## src/rtl/rx_fc_credit_manager_pkg.sv

```systemverilog
// rtl/rx_fc_credit_manager_pkg.sv - shared FC widths, class and FSM types, round-robin helper
package rx_fc_credit_manager_pkg;

  localparam int FC_HDR_WIDTH  = 8;
  localparam int FC_DATA_WIDTH = 12;
  localparam int FC_NUM_TYPES  = 3;

  typedef enum logic [1:0] {
    FC_P   = 2'd0,
    FC_NP  = 2'd1,
    FC_CPL = 2'd2
  } FC_type_t;

  typedef enum logic [1:0] {
    ST_INIT = 2'd0,
    ST_IDLE = 2'd1,
    ST_SEND = 2'd2
  } fc_state_t;

  function automatic FC_type_t fc_next(input FC_type_t t);
    case (t)
      FC_P:    return FC_NP;
      FC_NP:   return FC_CPL;
      default: return FC_P;
    endcase
  endfunction

  // Search order starts just after the last-sent class; the last-sent class is tried last.
  function automatic FC_type_t fc_rr_pick(input logic [2:0] pend, input FC_type_t last);
    FC_type_t c1;
    FC_type_t c2;
    c1 = fc_next(last);
    c2 = fc_next(c1);
    if (pend[c1]) return c1;
    if (pend[c2]) return c2;
    return last;
  endfunction

endpackage

```

## src/rtl/rx_fc_credit_manager_if.sv

```systemverilog
// rtl/rx_fc_credit_manager_if.sv - RX TLP, release, FC update and overflow signal bundle
interface rx_fc_credit_manager_if;
  import rx_fc_credit_manager_pkg::*;

  logic                     rx_tlp_valid;
  FC_type_t                 rx_tlp_type;
  logic [FC_DATA_WIDTH-1:0] rx_tlp_data_cr;
  logic                     rel_valid;
  FC_type_t                 rel_type;
  logic [FC_DATA_WIDTH-1:0] rel_data_cr;
  logic                     fc_upd_valid;
  logic                     fc_upd_ready;
  FC_type_t                 fc_upd_type;
  logic [FC_HDR_WIDTH-1:0]  fc_upd_hdr;
  logic [FC_DATA_WIDTH-1:0] fc_upd_data;
  logic                     fc_overflow_err;
  FC_type_t                 fc_overflow_type;

  modport master (
    input  rx_tlp_valid, rx_tlp_type, rx_tlp_data_cr,
    input  rel_valid, rel_type, rel_data_cr,
    input  fc_upd_ready,
    output fc_upd_valid, fc_upd_type, fc_upd_hdr, fc_upd_data,
    output fc_overflow_err, fc_overflow_type
  );

  modport slave (
    output rx_tlp_valid, rx_tlp_type, rx_tlp_data_cr,
    output rel_valid, rel_type, rel_data_cr,
    output fc_upd_ready,
    input  fc_upd_valid, fc_upd_type, fc_upd_hdr, fc_upd_data,
    input  fc_overflow_err, fc_overflow_type
  );

endinterface

```

## src/rtl/rx_fc_credit_manager_class_tracker.sv

```systemverilog
// rtl/rx_fc_credit_manager_class_tracker.sv - alloc/rcvd counters and overflow detect for one FC class
module rx_fc_class_tracker
  import rx_fc_credit_manager_pkg::*;
#(
  parameter int HDR_INIT  = 0,
  parameter int DATA_INIT = 0
) (
  input  logic                     clk,
  input  logic                     arst,
  input  logic                     rx_hit,
  input  logic [FC_DATA_WIDTH-1:0] rx_data_cr,
  input  logic                     rel_hit,
  input  logic [FC_DATA_WIDTH-1:0] rel_data_cr,
  output logic [FC_HDR_WIDTH-1:0]  alloc_hdr,
  output logic [FC_DATA_WIDTH-1:0] alloc_data,
  output logic                     ovf,
  output logic                     pend_set
);

  localparam bit HDR_INF  = (HDR_INIT == 0);
  localparam bit DATA_INF = (DATA_INIT == 0);

  logic [FC_HDR_WIDTH-1:0]  alloc_hdr_q, rcvd_hdr_q, avail_hdr;
  logic [FC_DATA_WIDTH-1:0] alloc_data_q, rcvd_data_q, avail_data;
  logic                     hdr_ovf, data_ovf;

  // Availability is the modular distance, so wrapped counters still compare correctly.
  assign avail_hdr  = alloc_hdr_q - rcvd_hdr_q;
  assign avail_data = alloc_data_q - rcvd_data_q;

  assign hdr_ovf  = !HDR_INF  && rx_hit && (avail_hdr == '0);
  assign data_ovf = !DATA_INF && rx_hit && (rx_data_cr > avail_data);
  assign ovf      = hdr_ovf | data_ovf;

  assign pend_set   = rel_hit && !(HDR_INF && DATA_INF);
  assign alloc_hdr  = alloc_hdr_q;
  assign alloc_data = alloc_data_q;

  always_ff @(posedge clk) begin
    if (arst) begin
      alloc_hdr_q  <= HDR_INF  ? '0 : FC_HDR_WIDTH'(HDR_INIT);
      rcvd_hdr_q   <= '0;
      alloc_data_q <= DATA_INF ? '0 : FC_DATA_WIDTH'(DATA_INIT);
      rcvd_data_q  <= '0;
    end else begin
      if (!HDR_INF) begin
        if (rx_hit)  rcvd_hdr_q  <= rcvd_hdr_q + 1'b1;
        if (rel_hit) alloc_hdr_q <= alloc_hdr_q + 1'b1;
      end
      if (!DATA_INF) begin
        if (rx_hit)  rcvd_data_q  <= rcvd_data_q + rx_data_cr;
        if (rel_hit) alloc_data_q <= alloc_data_q + rel_data_cr;
      end
    end
  end

endmodule

```

## src/rtl/rx_fc_credit_manager.sv

```systemverilog
// rtl/rx_fc_credit_manager.sv - RX FC credit manager: update FSM, round-robin, refresh timer, outputs
module rx_fc_credit_manager
  import rx_fc_credit_manager_pkg::*;
#(
  parameter int P_HDR_INIT    = 32,
  parameter int P_DATA_INIT   = 256,
  parameter int NP_HDR_INIT   = 32,
  parameter int NP_DATA_INIT  = 32,
  parameter int CPL_HDR_INIT  = 0,
  parameter int CPL_DATA_INIT = 0,
  parameter int UPDATE_PERIOD = 4096
) (
  input  logic                  clk,
  input  logic                  arst,
  rx_fc_credit_manager_if.master bus
);

  localparam int TIMER_W = $clog2(UPDATE_PERIOD + 1);

  logic [FC_HDR_WIDTH-1:0]  alloc_hdr  [FC_NUM_TYPES];
  logic [FC_DATA_WIDTH-1:0] alloc_data [FC_NUM_TYPES];
  logic [2:0]               rx_hit, rel_hit, ovf, pend_set;

  fc_state_t                state_q, state_d;
  logic                     in_init_q;
  FC_type_t                 init_cls_q, last_q;
  logic [2:0]               pending_q, pending_d, clr;
  logic [TIMER_W-1:0]       timer_q;
  logic                     expire, hs, load;
  FC_type_t                 load_cls;

  logic                     upd_valid_q;
  FC_type_t                 upd_type_q;
  logic [FC_HDR_WIDTH-1:0]  upd_hdr_q;
  logic [FC_DATA_WIDTH-1:0] upd_data_q;
  logic                     ovf_err_q;
  FC_type_t                 ovf_type_q;

  assign rx_hit  = {bus.rx_tlp_valid && (bus.rx_tlp_type == FC_CPL),
                    bus.rx_tlp_valid && (bus.rx_tlp_type == FC_NP),
                    bus.rx_tlp_valid && (bus.rx_tlp_type == FC_P)};
  assign rel_hit = {bus.rel_valid && (bus.rel_type == FC_CPL),
                    bus.rel_valid && (bus.rel_type == FC_NP),
                    bus.rel_valid && (bus.rel_type == FC_P)};

  rx_fc_class_tracker #(.HDR_INIT(P_HDR_INIT), .DATA_INIT(P_DATA_INIT)) u_p (
    .clk(clk), .arst(arst),
    .rx_hit(rx_hit[0]), .rx_data_cr(bus.rx_tlp_data_cr),
    .rel_hit(rel_hit[0]), .rel_data_cr(bus.rel_data_cr),
    .alloc_hdr(alloc_hdr[0]), .alloc_data(alloc_data[0]),
    .ovf(ovf[0]), .pend_set(pend_set[0])
  );

  rx_fc_class_tracker #(.HDR_INIT(NP_HDR_INIT), .DATA_INIT(NP_DATA_INIT)) u_np (
    .clk(clk), .arst(arst),
    .rx_hit(rx_hit[1]), .rx_data_cr(bus.rx_tlp_data_cr),
    .rel_hit(rel_hit[1]), .rel_data_cr(bus.rel_data_cr),
    .alloc_hdr(alloc_hdr[1]), .alloc_data(alloc_data[1]),
    .ovf(ovf[1]), .pend_set(pend_set[1])
  );

  rx_fc_class_tracker #(.HDR_INIT(CPL_HDR_INIT), .DATA_INIT(CPL_DATA_INIT)) u_cpl (
    .clk(clk), .arst(arst),
    .rx_hit(rx_hit[2]), .rx_data_cr(bus.rx_tlp_data_cr),
    .rel_hit(rel_hit[2]), .rel_data_cr(bus.rel_data_cr),
    .alloc_hdr(alloc_hdr[2]), .alloc_data(alloc_data[2]),
    .ovf(ovf[2]), .pend_set(pend_set[2])
  );

  assign hs     = upd_valid_q && bus.fc_upd_ready;
  assign expire = (timer_q == TIMER_W'(UPDATE_PERIOD - 1));

  always_ff @(posedge clk) begin
    if (arst) state_q <= ST_INIT;
    else      state_q <= state_d;
  end

  always_comb begin
    state_d  = state_q;
    load     = 1'b0;
    load_cls = FC_P;
    case (state_q)
      ST_INIT: begin
        load     = 1'b1;
        load_cls = init_cls_q;
        state_d  = ST_SEND;
      end
      ST_IDLE: begin
        if (|pending_q) begin
          load     = 1'b1;
          load_cls = fc_rr_pick(pending_q, last_q);
          state_d  = ST_SEND;
        end
      end
      ST_SEND: begin
        if (hs) state_d = (in_init_q && (upd_type_q != FC_CPL)) ? ST_INIT : ST_IDLE;
      end
      default: state_d = ST_INIT;
    endcase
  end

  // A release landing on the capture cycle must survive the clear: set wins over clear.
  always_comb begin
    clr       = load ? (3'b001 << load_cls) : 3'b000;
    pending_d = (pending_q & ~clr) | pend_set | {3{expire}};
  end

  always_ff @(posedge clk) begin
    if (arst) begin
      in_init_q   <= 1'b1;
      init_cls_q  <= FC_P;
      last_q      <= FC_CPL;
      pending_q   <= 3'b000;
      timer_q     <= '0;
      upd_valid_q <= 1'b0;
      upd_type_q  <= FC_P;
      upd_hdr_q   <= '0;
      upd_data_q  <= '0;
      ovf_err_q   <= 1'b0;
      ovf_type_q  <= FC_P;
    end else begin
      pending_q <= pending_d;
      timer_q   <= (hs || expire) ? '0 : timer_q + 1'b1;
      if (hs) begin
        last_q <= upd_type_q;
        if (in_init_q) begin
          init_cls_q <= fc_next(init_cls_q);
          in_init_q  <= (upd_type_q != FC_CPL);
        end
      end
      if (load) begin
        upd_valid_q <= 1'b1;
        upd_type_q  <= load_cls;
        upd_hdr_q   <= alloc_hdr[load_cls];
        upd_data_q  <= alloc_data[load_cls];
      end else if (hs) begin
        upd_valid_q <= 1'b0;
      end
      ovf_err_q  <= |ovf;
      ovf_type_q <= ovf[2] ? FC_CPL : (ovf[1] ? FC_NP : FC_P);
    end
  end

  assign bus.fc_upd_valid     = upd_valid_q;
  assign bus.fc_upd_type      = upd_type_q;
  assign bus.fc_upd_hdr       = upd_hdr_q;
  assign bus.fc_upd_data      = upd_data_q;
  assign bus.fc_overflow_err  = ovf_err_q;
  assign bus.fc_overflow_type = ovf_type_q;

endmodule

```

## src/flat_wrapper.sv

```systemverilog
// flat-port wrapper written by rule: the top's interface ports become plain ports
module rx_fc_credit_manager_flat import rx_fc_credit_manager_pkg::*;
#(
  parameter int P_HDR_INIT    = 32,
  parameter int P_DATA_INIT   = 256,
  parameter int NP_HDR_INIT   = 32,
  parameter int NP_DATA_INIT  = 32,
  parameter int CPL_HDR_INIT  = 0,
  parameter int CPL_DATA_INIT = 0,
  parameter int UPDATE_PERIOD = 4096
)
  (clk, arst, bus_rx_tlp_valid, bus_rx_tlp_type, bus_rx_tlp_data_cr, bus_rel_valid, bus_rel_type, bus_rel_data_cr, bus_fc_upd_ready, bus_fc_upd_valid, bus_fc_upd_type, bus_fc_upd_hdr, bus_fc_upd_data, bus_fc_overflow_err, bus_fc_overflow_type);
  rx_fc_credit_manager_if bus_i ();
  input  logic clk;
  input  logic arst;
  input wire logic [$bits(bus_i.rx_tlp_valid)-1:0] bus_rx_tlp_valid;
  input wire logic [$bits(bus_i.rx_tlp_type)-1:0] bus_rx_tlp_type;
  input wire logic [$bits(bus_i.rx_tlp_data_cr)-1:0] bus_rx_tlp_data_cr;
  input wire logic [$bits(bus_i.rel_valid)-1:0] bus_rel_valid;
  input wire logic [$bits(bus_i.rel_type)-1:0] bus_rel_type;
  input wire logic [$bits(bus_i.rel_data_cr)-1:0] bus_rel_data_cr;
  input wire logic [$bits(bus_i.fc_upd_ready)-1:0] bus_fc_upd_ready;
  output wire logic [$bits(bus_i.fc_upd_valid)-1:0] bus_fc_upd_valid;
  output wire logic [$bits(bus_i.fc_upd_type)-1:0] bus_fc_upd_type;
  output wire logic [$bits(bus_i.fc_upd_hdr)-1:0] bus_fc_upd_hdr;
  output wire logic [$bits(bus_i.fc_upd_data)-1:0] bus_fc_upd_data;
  output wire logic [$bits(bus_i.fc_overflow_err)-1:0] bus_fc_overflow_err;
  output wire logic [$bits(bus_i.fc_overflow_type)-1:0] bus_fc_overflow_type;
  assign bus_i.rx_tlp_valid = bus_rx_tlp_valid;
  assign bus_i.rx_tlp_type = bus_rx_tlp_type;
  assign bus_i.rx_tlp_data_cr = bus_rx_tlp_data_cr;
  assign bus_i.rel_valid = bus_rel_valid;
  assign bus_i.rel_type = bus_rel_type;
  assign bus_i.rel_data_cr = bus_rel_data_cr;
  assign bus_i.fc_upd_ready = bus_fc_upd_ready;
  assign bus_fc_upd_valid = bus_i.fc_upd_valid;
  assign bus_fc_upd_type = bus_i.fc_upd_type;
  assign bus_fc_upd_hdr = bus_i.fc_upd_hdr;
  assign bus_fc_upd_data = bus_i.fc_upd_data;
  assign bus_fc_overflow_err = bus_i.fc_overflow_err;
  assign bus_fc_overflow_type = bus_i.fc_overflow_type;
  rx_fc_credit_manager #(.P_HDR_INIT(P_HDR_INIT), .P_DATA_INIT(P_DATA_INIT), .NP_HDR_INIT(NP_HDR_INIT), .NP_DATA_INIT(NP_DATA_INIT), .CPL_HDR_INIT(CPL_HDR_INIT), .CPL_DATA_INIT(CPL_DATA_INIT), .UPDATE_PERIOD(UPDATE_PERIOD)) u_core (.clk(clk), .arst(arst), .bus(bus_i));
endmodule
```

## config.mk

```make
export PLATFORM = sky130hd
export DESIGN_NAME = rx_fc_credit_manager_flat
export DESIGN_NICKNAME = d
export VERILOG_FILES = /design/src/rtl/rx_fc_credit_manager_pkg.sv /design/src/rtl/rx_fc_credit_manager_if.sv /design/src/rtl/rx_fc_credit_manager_class_tracker.sv /design/src/rtl/rx_fc_credit_manager.sv /design/src/flat_wrapper.sv
export SDC_FILE = /design/constraint.sdc
export NUM_CORES = 1
export LEC_CHECK = 0
export CAP_MARGIN = 20
export CORE_MARGIN = 1.5
export CORE_UTILIZATION = 61
export CTS_CLUSTER_SIZE = 30
export DETAILED_ROUTE_END_ITERATION = 6
export MAX_ROUTING_LAYER = met4
export PLACE_DENSITY = 0.88
export SETUP_SLACK_MARGIN = 0.2
export SKIP_CTS_REPAIR_TIMING = 1
export SYNTH_ARGS = -nofsm -noshare
export SYNTH_HDL_FRONTEND = slang
export SYNTH_SLANG_ARGS = --single-unit
```

## constraint.sdc

```tcl
create_clock -name clk -period 4.56 [get_ports clk]
set_input_delay 0.456 -clock clk [delete_from_list [all_inputs] [get_ports clk]]
set_output_delay 0.456 -clock clk [all_outputs]
set_load 0.1 [all_outputs]
```

After elaboration in Yosys (flattened, before gate mapping)
Cells that the tools add are included.

cells by class
  $add $sub $neg = 13
  magnitude comparators = 5
  eq/ne operators = 11
  shift-type cells = 1
  muxes and demuxes = 41
  bitwise operators = 7
  reductions and logical operators = 25

operators with widths
  operator               number
  $add 12x12->12         4
  $add 8x1->8 const B    4
  $bmux 12 s2            1
  $gt 12x12->1           2
  $mux 12                2
  $sub 12x12->12         2
  $mux 2                 11
  $bmux 8 s2             1
  $logic_not 8->1        2
  $mux 8                 2
  $pmux 2 s2             4
  $sub 8x8->8            2
  $mux 1                 15
  $add 13x1->13 const B  1
  $eq 13x12->1 const B   1
  $eq 2x1->1 const B     6
  $logic_not 2->1        6
  $logic_and 1x1->1      10
  $lt 2x3->1 const B     2
  $pmux 2 s3             1
  $bmux 1 s2             2
  $ne 2x1->1 const B     2
  $reduce_and 2->1       2
  $reduce_or 2->1        2
  15 further kinds       16

storage, ports and cells
  flip-flop bits (word level) = 129
  bits of input ports = 33
  output and inout port bits = 26
  word-level logic and storage cells = 123

Longest topological paths before layout
Gate-level depths: netlist of the first run.

  depth after elaboration = 24
  mapped depth = 17
  depth with buffers taken out = 17

By module
From an unflattened synthesis of the first run, not the netlist that was laid out.

second synthesis, totals
  cell total of the unflattened synthesis = 1,190
  area, all modules = 9,799.4 µm²

modules (own cells, without submodules)
  module                               instances  cells an instance  area an instance (µm²)  seq. area each (µm²)
  rx_fc_class_tracker at u_core.u_np   1          435                3,649.8                 800.8
  rx_fc_class_tracker at u_core.u_p    1          448                3,639.7                 800.8
  rx_fc_credit_manager                 1          284                2,341.0                 980.9
  rx_fc_class_tracker at u_core.u_cpl  1          23                 168.9                   0.0

Least setup slack after synthesis of the first run
OpenSTA, ideal clock, no wires.

  kind = reg-to-reg
  from = register u_core.u_np.alloc_data_q[0], in the netlist u_core.u_np.alloc_data[0]
  to = register u_core.ovf_err_q, in the netlist u_core.bus.fc_overflow_err
  setup time = 132 ps
  arrival time = 3,139 ps
  required time = 4,428 ps
  slack = 1,290 ps
  stages on the path, launching flop included = 17
  path buffers = 0
  period minus slack after synthesis = 3,270 ps
  cells stage by stage = dfxtp_1 -> inv_1 -> ha_1 -> inv_1 -> fa_1 -> a21o_1 -> a21oi_2 -> o21ai_1 -> or4_4 -> a2111oi_2 -> nor4_2 -> ha_1 -> a21o_1 -> a21oi_1 -> o211ai_1 -> a2bb2oi_1 -> o211ai_1

on the way
  word-level cells in the longest chain between the ends = 5

RTL lines
  item                    line                                      source
  from (decl)             rx_fc_credit_manager_class_tracker.sv:24  logic [FC_DATA_WIDTH-1:0] alloc_data_q, rcvd_data_q, avail_data;
  from (signal assigned)  rx_fc_credit_manager_class_tracker.sv:43  alloc_data_q <= DATA_INF ? '0 : FC_DATA_WIDTH'(DATA_INIT);
  from (signal assigned)  rx_fc_credit_manager_class_tracker.sv:52  if (rel_hit) alloc_data_q <= alloc_data_q + rel_data_cr;
  $sub 12x12->12          rx_fc_credit_manager_class_tracker.sv:29  assign avail_data = alloc_data_q - rcvd_data_q;
  $gt 12x12->1            rx_fc_credit_manager_class_tracker.sv:32  assign data_ovf = !DATA_INF && rx_hit && (rx_data_cr > avail_data);
  $logic_and 1x1->1       rx_fc_credit_manager_class_tracker.sv:32
  $or 1x1->1              rx_fc_credit_manager_class_tracker.sv:33  assign ovf = hdr_ovf | data_ovf;
  $reduce_or 2->1         rx_fc_credit_manager.sv:139               ovf_err_q <= |ovf;
  to (signal assigned)    rx_fc_credit_manager.sv:139
  to (decl)               rx_fc_credit_manager.sv:36                logic ovf_err_q;

Every way passes these cells.
A chain may end at the register's enable or synchronous reset.

Worst setup path after layout of the first run
Ends and elaborated chain as after synthesis.

==> summary.md, run 1 <==
| Metric | Value |
|---|---|
| Post-route total power | `about 3.2 mW` |
| Critical Path Start Type | `flop` |
| Pin count of the biggest net entering global routing | `78` |
| Internal Dissipation | `approximately 2.2 mW` |
| Count of filler cells inserted in the layout | `between 1000 and 1500` |
| Leakage component of the power | `approximately 4.2 nW` |
| Die footprint | `roughly 15000 sq um` |
| Final routed wirelength across all metal layers | `roughly 23000 microns` |
| RSZ-0062 raised after global routing | `false` |
| FF+latch area | `2560 sq um` |
| Relative slew margins | `between 20 and 30%` |
| Post-Synthesis Net Count | `~1200` |
| Critical path buffers and inverters | `2` |
| Number of synthesized flops with an enable pin | `0` |
| NetSw | `around 1 mW` |
| Clock slew at the register clock pins of the worst setup and hold paths | `~0.07 ns` |
| Part of the Yosys area used for sequential elements | `between 20 and 30%` |
| Final setup TNS | `0 ns` |
| Num CTS Buffers | `17` |
| Row count | `44` |
| Clock skew | `~0.010 ns` |
| Via total after detailed routing | `around 8200` |
| Area contributors post-synth | `sky130_fd_sc_hd__dfxtp_1 (29%), sky130_fd_sc_hd__ha_1 (15%), sky130_fd_sc_hd__nand2_1 (4.9%)` |
| #FFs+latches synth | `between 100 and 150` |
| Worst r2r src | `u_core.u_np.alloc_data[0]` |
| Peak VDD IR | `297 uV` |
| Upper clock frequency limit | `271 MHz` |
| Area used by multi-input combinational logic | `around 6000 sq um` |
| Width of the die | `about 120 microns` |
| Syn Area/Cell | `8.17 sq um` |
| Crit path max fanout | `3` |
| Worst r2r path cells | `16` |
| Cell breakdown of the critical path | `inv_1 > ha_1 > inv_1 > fa_1 > a21o_1 > a21oi_2 > o21ai_1 > or4_4 > a2111oi_2 > nor4_2 > ha_1 > a21o_1 > a21oi_1 > o211ai_1 > a2bb2oi_1 > o211ai_1` |
| R2R Path End | `u_core.bus.fc_overflow_err` |
| Number of buffers inserted by port buffering | `57` |
| Post-detailed-placement half-perimeter wirelength | `around 17000 microns` |
| H-tree depth reported by CTS | `4` |
| Max capacitance violation total | `0` |
| Total power divided by cell area | `about 310 nW/um^2` |
| Number of antenna violations at the first check in global routing | `0` |
| Number of clock sinks seen by CTS | `roughly 130` |
| Post-route DRC | `0` |
| Mapped Area | `approximately 9000 sq um` |
| Slew of the pin with the lowest slew margin | `roughly 1.1 ns` |
| Synth Flop Type | `sky130_fd_sc_hd__dfxtp_1` |
| Total of endpoints with negative setup slack in the final report | `0` |
| Slew Viols, Final | `0` |
| Type of destination of the critical path | `flop` |
| Clock root buffer | `sky130_fd_sc_hd__clkbuf_16` |
| Total congestion overflow | `0` |
| Routed length per instance | `17.1 microns` |
| Number of instances in the synthesized netlist | `~1100` |
| Fraction of final layout cells with drive strength greater than 1 | `between 5 and 6%` |
| Data required time of the critical path | `just under 5 ns` |
| Startpoint of the tightest hold check path | `arst` |
| Number of distinct library cells after synthesis | `between 70 and 80` |
| Switching power share of the total | `about a third` |
| R2R Setup Slk | `0.87 ns` |
| Most frequent cells in the layout | `sky130_fd_sc_hd__dfxtp_1 (128), sky130_fd_sc_hd__nand2_1 (116), sky130_fd_sc_hd__ha_1 (109), sky130_fd_sc_hd__nor2_1 (103), sky130_fd_sc_hd__a21oi_1 (78)` |
| Hold violation count in the final report | `0` |
| Cell type with the largest total area after synthesis | `sky130_fd_sc_hd__dfxtp_1` |
| Ant diodes | `0` |
| Worst-Skew Late Latency | `0.44 ns` |
| # IOs | `just under 60` |
| Share of flip-flops with an asynchronous set or reset after synthesis | `0%` |
| CTS tree | `built` |
| Min-Delay Path Depth | `2` |
| Vias per cell | `6.12` |
| Arrival time worst endpoint | `roughly 4.0 ns` |
| Worst min path class | `input port to flop` |
| Number of buffers between clock root and the deepest sink | `2` |
| Post-layout min period | `3.69 ns` |
| Run status | `finished, final reports clean` |
| Cell family with the largest share of critical-path delay | `compound AO/OA/AOI/OAI gates` |
| Placeable core region | `~14000 sq um` |
| Area Overhead vs Synth | `14.1%` |
| Die extent in y | `around 120 microns` |
| Length of the first detailed-routing pass in iterations | `6` |
| Initial Util | `a little over 60%` |
| Residual antenna-violating net count after detailed routing | `0` |
| Weighted congestion reported at the end of routability-driven placement | `slightly below 1` |
| Most frequent standard cell in the layout excluding fill and tap cells | `sky130_fd_sc_hd__dfxtp_1` |
| YS warnings | `0` |
| Worst hold endpoint | `u_core.init_cls_q[1]` |
| Highest cell delay on the worst timing path | `around 0.45 ns` |
| Total number of nets in the final design | `~1300` |
| Cell with the largest stage delay on the worst path | `sky130_fd_sc_hd__or4_4` |
| Post-route clock period utilization | `approximately four fifths` |
| Setup CP Type | `flop to flop` |
| Synth top area share | `between 20% and 30%` |
| Wire length of the first global-routing pass | `approximately 38000 microns` |
| Fraction of power consumed by sequential logic | `37.0%` |
| Via count of the first global-routing pass | `between 7000 and 8000` |
| Logic pwr share | `22.2%` |
| Detailed Route Iter0 Violations | `between 500 and 600` |
| Clk pwr share | `slightly above 40%` |
| Total track usage | `slightly above 30%` |
power groups by stage:
stage          clock (mW)  sequential, mW  combinational (mW)
2_1_floorplan           0            1.25               0.481
3_3_place_gp            0            1.21               0.666
3_5_place_dp            0            1.21               0.691
4_1_cts              1.31            1.19               0.704
5_1_grt              1.36            1.19               0.784
6_report             1.31            1.19               0.715
registers in the layout (all words and copies together), names as in the netlist:
name	count
u_core.last_q	2
u_core.u_np.rcvd_data_q	12
u_core.bus.fc_upd_data	12
u_core.bus.fc_upd_hdr	8
u_core.init_cls_q	2
u_core.u_p.rcvd_data_q	12
u_core.state_q	2
u_core.u_p.alloc_data	12
u_core.pending_q	3
u_core.in_init_q	1
u_core.timer_q	13
u_core.u_np.alloc_hdr	8
u_core.u_np.rcvd_hdr_q	8
u_core.bus.fc_upd_valid	1
u_core.bus.fc_overflow_err	1
u_core.bus.fc_upd_type	2
u_core.u_p.rcvd_hdr_q	8
u_core.u_np.alloc_data	12
u_core.u_p.alloc_hdr	8
u_core.bus.fc_overflow_type	1
through the flow:
stage / utilization, % / area [sq um] / worst slack, ns / hold slack, ns / cells
after global placement: 67.0 / 9660 / 1.11 / 0.411 / 1310
after floorplan: - / 8960 / 1.29 / 0.405 / 1097
after detailed placement: 67.0 / 9660 / 0.998 / 0.420 / 1310
after global routing: 70.9 / 10200 / 0.734 / 0.400 / 1342
final: 70.9 / 10200 / 0.875 / 0.406 / 1342
after CTS: 70.9 / 10200 / 0.939 / 0.390 / 1342
routing by layer:
layer	GRT usage (%)	wire, microns
met1	37.1	9820
met2	51.7	11000
met3	4.70	1400
met4	13.2	705
met5	-	0
layout make-up:
type	count	area share, %
Clock buffer	18	4.20
Clock inverter	14	1.33
Inverter	69	2.53
Multi-Input combinational cell	867	58.7
Sequential cell	128	25.0
Tap cell	184	2.25
Timing Repair Buffer	62	5.90
how the worst max path moves through the flow:
stage,startpoint,endpoint,slack [ns],depth (start not counted)
floorplan,u_core.u_np.alloc_data[0],u_core.bus.fc_overflow_err,1.29,16
CTS,u_core.u_np.alloc_data[0],u_core.bus.fc_overflow_err,0.94,16
global route,u_core.u_np.alloc_data[0],u_core.bus.fc_overflow_err,0.73,16
detailed placement,u_core.u_np.alloc_data[0],u_core.bus.fc_overflow_err,1.0,16
global placement,u_core.u_np.alloc_data[0],u_core.bus.fc_overflow_err,1.11,16
finish,u_core.u_np.alloc_data[0],u_core.bus.fc_overflow_err,0.87,16
kinds of logic after synthesis:
logic type,count (synthesis),share of synthesized area [%]
and+or+nand+nor,377,19.9
buffers and inverters,102,4.47
DFF,128,28.6
AOI/OAI and AO/OA,274,20.3
xor gates and xnor gates,77,7.52
other,1,0.0418
muxes,23,2.60
adders and majority gates,115,16.6
cell usage after synthesis (all sizes together) (22+ instances only):
| cell | number |
|---|---|
| inv | 69 |
| xor2 | 40 |
| ha | 109 |
| nor2 | 103 |
| nand2 | 116 |
| nand3 | 44 |
| dfxtp | 128 |
| o21ai | 61 |
| nor3 | 22 |
| a21oi | 80 |
| xnor2 | 37 |
| clkbuf | 22 |
Note: power is estimated with default switching activity, not from simulation.
==> inputs of run 2 (changes only) <==
--- a/config.mk
+++ b/config.mk
@@ -7,11 +7,11 @@
 export LEC_CHECK = 0
 export CAP_MARGIN = 20
 export CORE_MARGIN = 1.5
-export CORE_UTILIZATION = 61
+export CORE_UTILIZATION = 55
 export CTS_CLUSTER_SIZE = 30
 export DETAILED_ROUTE_END_ITERATION = 6
 export MAX_ROUTING_LAYER = met4
-export PLACE_DENSITY = 0.88
+export PLACE_DENSITY = 0.84
 export SETUP_SLACK_MARGIN = 0.2
 export SKIP_CTS_REPAIR_TIMING = 1
 export SYNTH_ARGS = -nofsm -noshare
==> constraint.sdc (replaced) <==
create_clock -name clk -period 3.36 [get_ports clk]
set_input_delay 0.336 -clock clk [delete_from_list [all_inputs] [get_ports clk]]
set_output_delay 0.336 -clock clk [all_outputs]
set_load 0.1 [all_outputs]
==> run 2 against run 1 <==
Effect of this change: final area rose by 2.6%; wire length fell by 3.2%; flip-flop and latch count did not move; via count fell by 1.5%; first-iteration DRC count fell by 17%; critical endpoint unchanged; largest cell class unchanged; highest routed layer unchanged.
==> summary.md, run 2 (synthesis gave the netlist of run 1 again) <==
| Metric | Value |
|---|---|
| RSZ-0062 raised after global routing | `true` |
| Largest register by flop count | `u_core.timer_q` |
| Count of cell instances traversed by the critical path | `16` |
| Via count of the first global-routing pass | `~7600` |
| Upper clock frequency limit | `between 200 and 300 MHz` |
| Critical Path Start Type | `flop` |
| Area used by multi-input combinational logic | `6080 sq um` |
| Total number of nets in the final design | `1308` |
| Arrival time worst endpoint | `approximately 3.7 ns` |
| Slew Viols, Final | `0` |
| Clock skew | `approximately 0.0076 ns` |
| Placeable core region | `around 16000 sq um` |
| Residual antenna-violating net count after detailed routing | `0` |
| Area Overhead vs Synth | `17.1%` |
| Crit path max fanout | `3` |
| Most frequent standard cell in the layout excluding fill and tap cells | `sky130_fd_sc_hd__dfxtp_1` |
| Setup CP Type | `flop to flop` |
| Most congested layer reported by global routing | `met2` |
| Final setup TNS | `0 ns` |
| Most frequent cells in the layout | `sky130_fd_sc_hd__dfxtp_1 (126), sky130_fd_sc_hd__nand2_1 (116), sky130_fd_sc_hd__ha_1 (108), sky130_fd_sc_hd__nor2_1 (102), sky130_fd_sc_hd__a21oi_1 (76)` |
| Max reg flops | `13` |
| Peak VDD IR | `roughly 390 uV` |
| Initial Util | `56.4%` |
| Final routed wirelength across all metal layers | `between 20000 and 25000 microns` |
| Post-detailed-placement half-perimeter wirelength | `about 17000 microns` |
| Post-layout min period | `~3.3 ns` |
| Run status | `finished, final reports clean` |
| Via total after detailed routing | `about 8000` |
| Relative slew margins | `roughly 33%` |
| Vias per cell | `5.83` |
| Die extent in y | `131 microns` |
| Clock slew at the register clock pins of the worst setup and hold paths | `approximately 0.06 ns` |
| Cell breakdown of the critical path | `inv_2 > ha_4 > inv_2 > fa_2 > a21o_1 > a21oi_2 > o21ai_2 > or4_4 > a2111oi_4 > nor4_4 > ha_1 > nand4_1 > nor2_2 > a311oi_2 > a2bb2oi_2 > o211ai_1` |
| Total of endpoints with negative setup slack in the final report | `0` |
| Num CTS Buffers | `17` |
| Max capacitance violation total | `0` |
| Total track usage | `between 20% and 30%` |
| Number of antenna violations at the first check in global routing | `0` |
| Slew of the pin with the lowest slew margin | `~1.0 ns` |
| Routed length per instance | `16.0 microns` |
| Critical path buffers and inverters | `2` |
| Row count | `between 40 and 50` |
| Post-route clock period utilization | `around 100%` |
| Hold violation count in the final report | `0` |
| Weighted congestion reported at the end of routability-driven placement | `between 0.9 and 1` |
| Clock root buffer | `sky130_fd_sc_hd__clkbuf_16` |
| Most numerous cell on the critical path | `sky130_fd_sc_hd__inv_2` |
| Fraction of final layout cells with drive strength greater than 1 | `8.19%` |
| Count of filler cells inserted in the layout | `between 1000 and 1500` |
| # IOs | `just under 60` |
| H-tree depth reported by CTS | `4` |
| Wire length of the first global-routing pass | `between 30000 and 40000 microns` |
| Worst hold slack across all endpoints | `around 0.25 ns` |
| Die footprint | `about 17000 sq um` |
| FF+latch area | `around 2600 sq um` |
| Post-route total power | `around 4.5 mW` |
| Detailed Route Iter0 Violations | `~500` |
| Pin count of the biggest net entering global routing | `43` |
| Number of buffers between clock root and the deepest sink | `2` |
| Highest cell delay on the worst timing path | `approximately 0.45 ns` |
| Leakage component of the power | `roughly 4.3 nW` |
| GR Util met1 | `34.2%` |
| Total power divided by cell area | `about 430 nW/um^2` |
| Worst min path class | `input port to flop` |
| Data required time of the critical path | `between 3 and 4 ns` |
| Type of destination of the critical path | `flop` |
| Number of clock sinks seen by CTS | `between 100 and 150` |
| R2R Setup Slk | `between 0.01 and 0.015 ns` |
| Worst-Skew Late Latency | `between 0.4 and 0.5 ns` |
| Cell family with the largest share of critical-path delay | `compound AO/OA/AOI/OAI gates` |
| Min-Delay Path Depth | `2` |
| Met2 usage in global routing | `between 40 and 50%` |
| Total congestion overflow | `0` |
| Width of the die | `approximately 130 microns` |
| Cell with the largest stage delay on the worst path | `sky130_fd_sc_hd__or4_4` |
| Worst r2r path cells | `16` |
| CTS tree | `built` |
| Ant diodes | `0` |
| Length of the first detailed-routing pass in iterations | `4` |
| M3 GR Usage | `6.15%` |
| Number of buffers inserted by port buffering | `57` |
| Post-route DRC | `0` |
-- run 2: changes by cell type in the layout (fill, tap and decap cells not counted), moves of 2 or more --
cell / previous run / this run
sky130_fd_sc_hd__buf_4: 5 / 20
sky130_fd_sc_hd__clkinv_4: 7 / 3
sky130_fd_sc_hd__inv_1: 69 / 66
sky130_fd_sc_hd__inv_2: 0 / 3
sky130_fd_sc_hd__a2111oi_0: 3 / 1
sky130_fd_sc_hd__a21oi_1: 78 / 76
sky130_fd_sc_hd__a21oi_2: 2 / 4
sky130_fd_sc_hd__bufinv_16: 1 / 3
sky130_fd_sc_hd__clkinv_2: 1 / 3
sky130_fd_sc_hd__dfxtp_1: 128 / 126
sky130_fd_sc_hd__dfxtp_2: 0 / 2
-- run 2: path summary, 6_finish.rpt --
check,start,to
worst max-delay path,u_core.u_np.alloc_data[0],u_core.bus.fc_overflow_err
worst min-delay path,arst,u_core.state_q[0]
worst max register to register,u_core.u_np.alloc_data[0],u_core.bus.fc_overflow_err
worst min register to register,u_core.timer_q[12],u_core.timer_q[12]
-- run 2: worst reg2reg max path, stage by stage (launching register included) --
cell and delay (ns):
sky130_fd_sc_hd__dfxtp_2 0.32, sky130_fd_sc_hd__inv_2 0.07, sky130_fd_sc_hd__ha_4 0.13, sky130_fd_sc_hd__inv_2 0.03
sky130_fd_sc_hd__fa_2 0.34, sky130_fd_sc_hd__a21o_1 0.18, sky130_fd_sc_hd__a21oi_2 0.16, sky130_fd_sc_hd__o21ai_2 0.09
sky130_fd_sc_hd__or4_4 0.45, sky130_fd_sc_hd__a2111oi_4 0.37, sky130_fd_sc_hd__nor4_4 0.08, sky130_fd_sc_hd__ha_1 0.30
sky130_fd_sc_hd__nand4_1 0.12, sky130_fd_sc_hd__nor2_2 0.16, sky130_fd_sc_hd__a311oi_2 0.11, sky130_fd_sc_hd__a2bb2oi_2 0.19
sky130_fd_sc_hd__o211ai_1 0.10
-- run 2: stage by stage --
stage	instance area, sq um	util (%)	setup WS [ns]	std cells
2_1_floorplan	8980	-	0.166	1097
3_3_place_gp	9820	61.8	0.00827	1355
3_5_place_dp	9820	61.8	-0.0493	1355
4_1_cts	10400	65.6	-0.0803	1386
5_1_grt	10500	66.0	-0.167	1388
6_report	10500	66.0	0.0110	1388
-- run 2: power by group --
part	switching, mW	leakage, nW	internal, mW
Clock	0.727	0.288	1.18
Combinational	0.577	2.96	0.424
Sequential	0.0492	1.04	1.56
-- run 2: layout make-up --
| cell class | count | share of cell area (%) |
|---|---|---|
| clock buffer | 18 | 4.19 |
| clock inverter | 13 | 1.55 |
| inverter | 69 | 2.47 |
| multi-input combinational | 867 | 57.9 |
| sequential | 128 | 24.4 |
| tap | 216 | 2.58 |
| timing repair buffer | 77 | 6.82 |
-- run 2: metal layers --
layer / routed length [microns] / up-vias
li1: - / 4034
met3: 1210 / 48
met5: 0 / -
met1: 10100 / 3786
met2: 10200 / 228
met4: 642 / 0
==> inputs of run 3 (changes only) <==
--- a/config.mk
+++ b/config.mk
@@ -16,4 +16,5 @@
 export SKIP_CTS_REPAIR_TIMING = 1
 export SYNTH_ARGS = -nofsm -noshare
 export SYNTH_HDL_FRONTEND = slang
+export SYNTH_HIERARCHICAL = 1
 export SYNTH_SLANG_ARGS = --single-unit
==> run 3 against run 2 <==
Effect of this change: the run now ends with negative setup slack left; via count rose by 13%; final cell count rose by 7.1%; worst hold slack improved by 0.042 ns; global-route usage rose by 1.4 points; wire length rose by 19%; clock power barely moved; critical path type unchanged; largest cell class unchanged.
==> summary.md, run 3 <==
| Metric | Value |
|---|---|
| Number of buffers inserted by port buffering | `58` |
| Crit path max fanout | `2` |
| Startpoint of the tightest hold check path | `arst` |
| Post-detailed-placement half-perimeter wirelength | `between 15000 and 20000 microns` |
| RSZ-0062 raised after global routing | `true` |
| Via count of the first global-routing pass | `between 8000 and 9000` |
| CTS tree | `built` |
| Number of instances in the synthesized netlist | `1188` |
| Syn Area/Cell | `about 8.2 sq um` |
| Die footprint | `approximately 19000 sq um` |
| Upper clock frequency limit | `just under 300 MHz` |
| Worst Setup SP | `u_core/u_np/alloc_data[0]` |
| Wire length of the first global-routing pass | `just over 40000 microns` |
| Worst r2r src | `u_core/u_np/alloc_data[0]` |
| Row count | `48` |
| Post-route DRC | `0` |
| Data required time of the critical path | `about 3.7 ns` |
| Worst hold slack across all endpoints | `just under 0.3 ns` |
| Clock root buffer | `sky130_fd_sc_hd__clkbuf_16` |
| Worst r2r path cells | `19` |
| Leakage component of the power | `~4.4 nW` |
| Placeable core region | `between 15000 and 20000 sq um` |
| Utilization of the core after routing | `about 65%` |
| Peak VDD IR | `about 420 uV` |
| Count of filler cells inserted in the layout | `1380` |
| Final routed wirelength across all metal layers | `roughly 26000 microns` |
| Most frequent standard cell in the layout excluding fill and tap cells | `sky130_fd_sc_hd__nor2_1` |
| Critical Path Start Type | `flop` |
| Most frequent cells in the layout | `sky130_fd_sc_hd__nor2_1 (124), sky130_fd_sc_hd__dfxtp_1 (122), sky130_fd_sc_hd__ha_1 (107), sky130_fd_sc_hd__inv_1 (70), sky130_fd_sc_hd__a21oi_1 (65)` |
| Detailed Route Iter0 Violations | `766` |
| Number of clock sinks seen by CTS | `129` |
| Failing checks | `negative setup slack` |
| Max reg flops | `13` |
| Min-Delay Path Depth | `2` |
| Residual antenna-violating net count after detailed routing | `0` |
| # IOs | `between 50 and 60` |
| Total power divided by cell area | `approximately 430 nW/um^2` |
| Fraction of final layout cells with drive strength greater than 1 | `between 9 and 10%` |
| Routed length per instance | `about 18 microns` |
| Length of the first detailed-routing pass in iterations | `6` |
| Cell count after placement | `about 1500` |
| Slew of the pin with the lowest slew margin | `1.05 ns` |
| R2R Path End | `u_core/bus.fc_overflow_err` |
| Num CTS Buffers | `17` |
| Number of antenna violations at the first check in global routing | `0` |
| Pin count of the biggest net entering global routing | `about 90` |
| Area Overhead vs Synth | `15.5%` |
| H-tree depth reported by CTS | `4` |
| Post-route clock period utilization | `102%` |
| Mapped Area | `roughly 9800 sq um` |
| Relative slew margins | `a little under a third` |
| Worst setup slack after layout | `-0.0596 ns` |
| Clock skew | `0.00720 ns` |
| Type of destination of the critical path | `flop` |
| Setup CP Type | `flop to flop` |
| Worst-Skew Late Latency | `between 0.4 and 0.5 ns` |
| R2R Setup Slk | `-0.06 ns` |
| Initial Util | `56.4%` |
| Arrival time worst endpoint | `~3.7 ns` |
| Via total after detailed routing | `approximately 9200` |
| Total number of nets in the final design | `1396` |
| Non-filler cells in the finished layout | `approximately 1500` |
| Post-route total power | `around 4.8 mW` |
| Total track usage | `29.3%` |
| Slew Viols, Final | `0` |
| YS warnings | `6` |
| Die extent in y | `about 140 microns` |
| Total of endpoints with negative setup slack in the final report | `2` |
| Worst hold endpoint | `u_core/u_np/rcvd_hdr_q[4]` |
| Clock slew at the register clock pins of the worst setup and hold paths | `around 0.060 ns` |
| Weighted congestion reported at the end of routability-driven placement | `about 0.97` |
| Worst min path class | `input port to flop` |
| Largest register by flop count | `u_core/timer_q` |
| Vias per cell | `between 6 and 7` |
| Total congestion overflow | `0` |
| Hold violation count in the final report | `0` |
| Width of the die | `136 microns` |
| Max capacitance violation total | `0` |
| Number of buffers between clock root and the deepest sink | `2` |
| Ant diodes | `0` |
| Run status | `finished with violations` |
| Post-layout min period | `between 3 and 4 ns` |
run 3: cell types whose count changed in the layout (fill, tap and decap cells not counted), moves of 12 or more:
| cell | change |
|---|---|
| sky130_fd_sc_hd__nand2_1 | -57 |
| sky130_fd_sc_hd__nand4_1 | +22 |
| sky130_fd_sc_hd__nor2_1 | +22 |
| sky130_fd_sc_hd__conb_1 | +21 |
| sky130_fd_sc_hd__a31oi_1 | +16 |
| sky130_fd_sc_hd__nand2b_1 | +16 |
| sky130_fd_sc_hd__xnor2_1 | +13 |
| sky130_fd_sc_hd__mux2i_1 | +12 |
run 3: routing by layer:
layer / GRT usage (%) / vias to the layer above / wire length, microns
met5: - / - / 0
met3: 5.48 / 78 / 1790
met1: 35.2 / 4302 / 11200
met2: 47.8 / 381 / 12600
met4: 12.8 / 0 / 945
li1: - / 4393 / -
run 3: area by class of cell:
| type | instances | area, sq um | share of cell area (%) |
|---|---|---|---|
| sequential | 129 | 2590 | 22.9 |
| inverter | 75 | 282 | 2.49 |
| clock buffer | 17 | 425 | 3.77 |
| multi-input combinational | 942 | 6770 | 59.9 |
| timing repair buffer | 83 | 778 | 6.89 |
| clock inverter | 15 | 169 | 1.50 |
| tap | 225 | 282 | 2.49 |
run 3: how the worst max path moves through the flow:
stage	to	slack, ns	depth (start not counted)
floorplan	u_core/bus.fc_overflow_type[0]	0.22	17
global placement	u_core/bus.fc_overflow_type[0]	0.002	18
CTS	u_core/bus.fc_overflow_err	-0.17	18
finish	u_core/bus.fc_overflow_err	-0.06	19
detailed placement	u_core/bus.fc_overflow_err	-0.11	17
global route	u_core/bus.fc_overflow_err	-0.20	19
run 3: report_power, final:
group | switching [mW] | leakage, nW | internal, mW
logic | 0.744 | 3.07 | 0.525
registers | 0.0700 | 1.05 | 1.59
clock network | 0.833 | 0.284 | 1.06
run 3: metrics by stage:
step / TNS [ns] / worst slack [ns] / instance area, sq um
2_1_floorplan: 0 / 0.221 / 9870
4_1_cts: -0.298 / -0.175 / 11100
5_1_grt: -0.346 / -0.195 / 11300
3_3_place_gp: 0 / 0.00203 / 10500
6_report: -0.115 / -0.0596 / 11300
3_5_place_dp: -0.186 / -0.106 / 10500
run 3: critical path, stage by stage (launching register included):
cell	delay, ns
sky130_fd_sc_hd__dfxtp_2	0.33
sky130_fd_sc_hd__inv_2	0.06
sky130_fd_sc_hd__ha_4	0.12
sky130_fd_sc_hd__inv_2	0.04
sky130_fd_sc_hd__fa_2	0.35
sky130_fd_sc_hd__a21o_1	0.22
sky130_fd_sc_hd__a211oi_2	0.24
sky130_fd_sc_hd__o21ai_1	0.13
sky130_fd_sc_hd__a31o_1	0.25
sky130_fd_sc_hd__a21oi_2	0.15
sky130_fd_sc_hd__xor2_1	0.17
sky130_fd_sc_hd__ha_1	0.26
sky130_fd_sc_hd__a21o_1	0.19
sky130_fd_sc_hd__a21oi_2	0.11
sky130_fd_sc_hd__o211ai_1	0.10
sky130_fd_sc_hd__o311ai_1	0.11
sky130_fd_sc_hd__buf_4	0.19
sky130_fd_sc_hd__o41ai_4	0.08
sky130_fd_sc_hd__nor3_2	0.14
sky130_fd_sc_hd__nor2_1	0.05
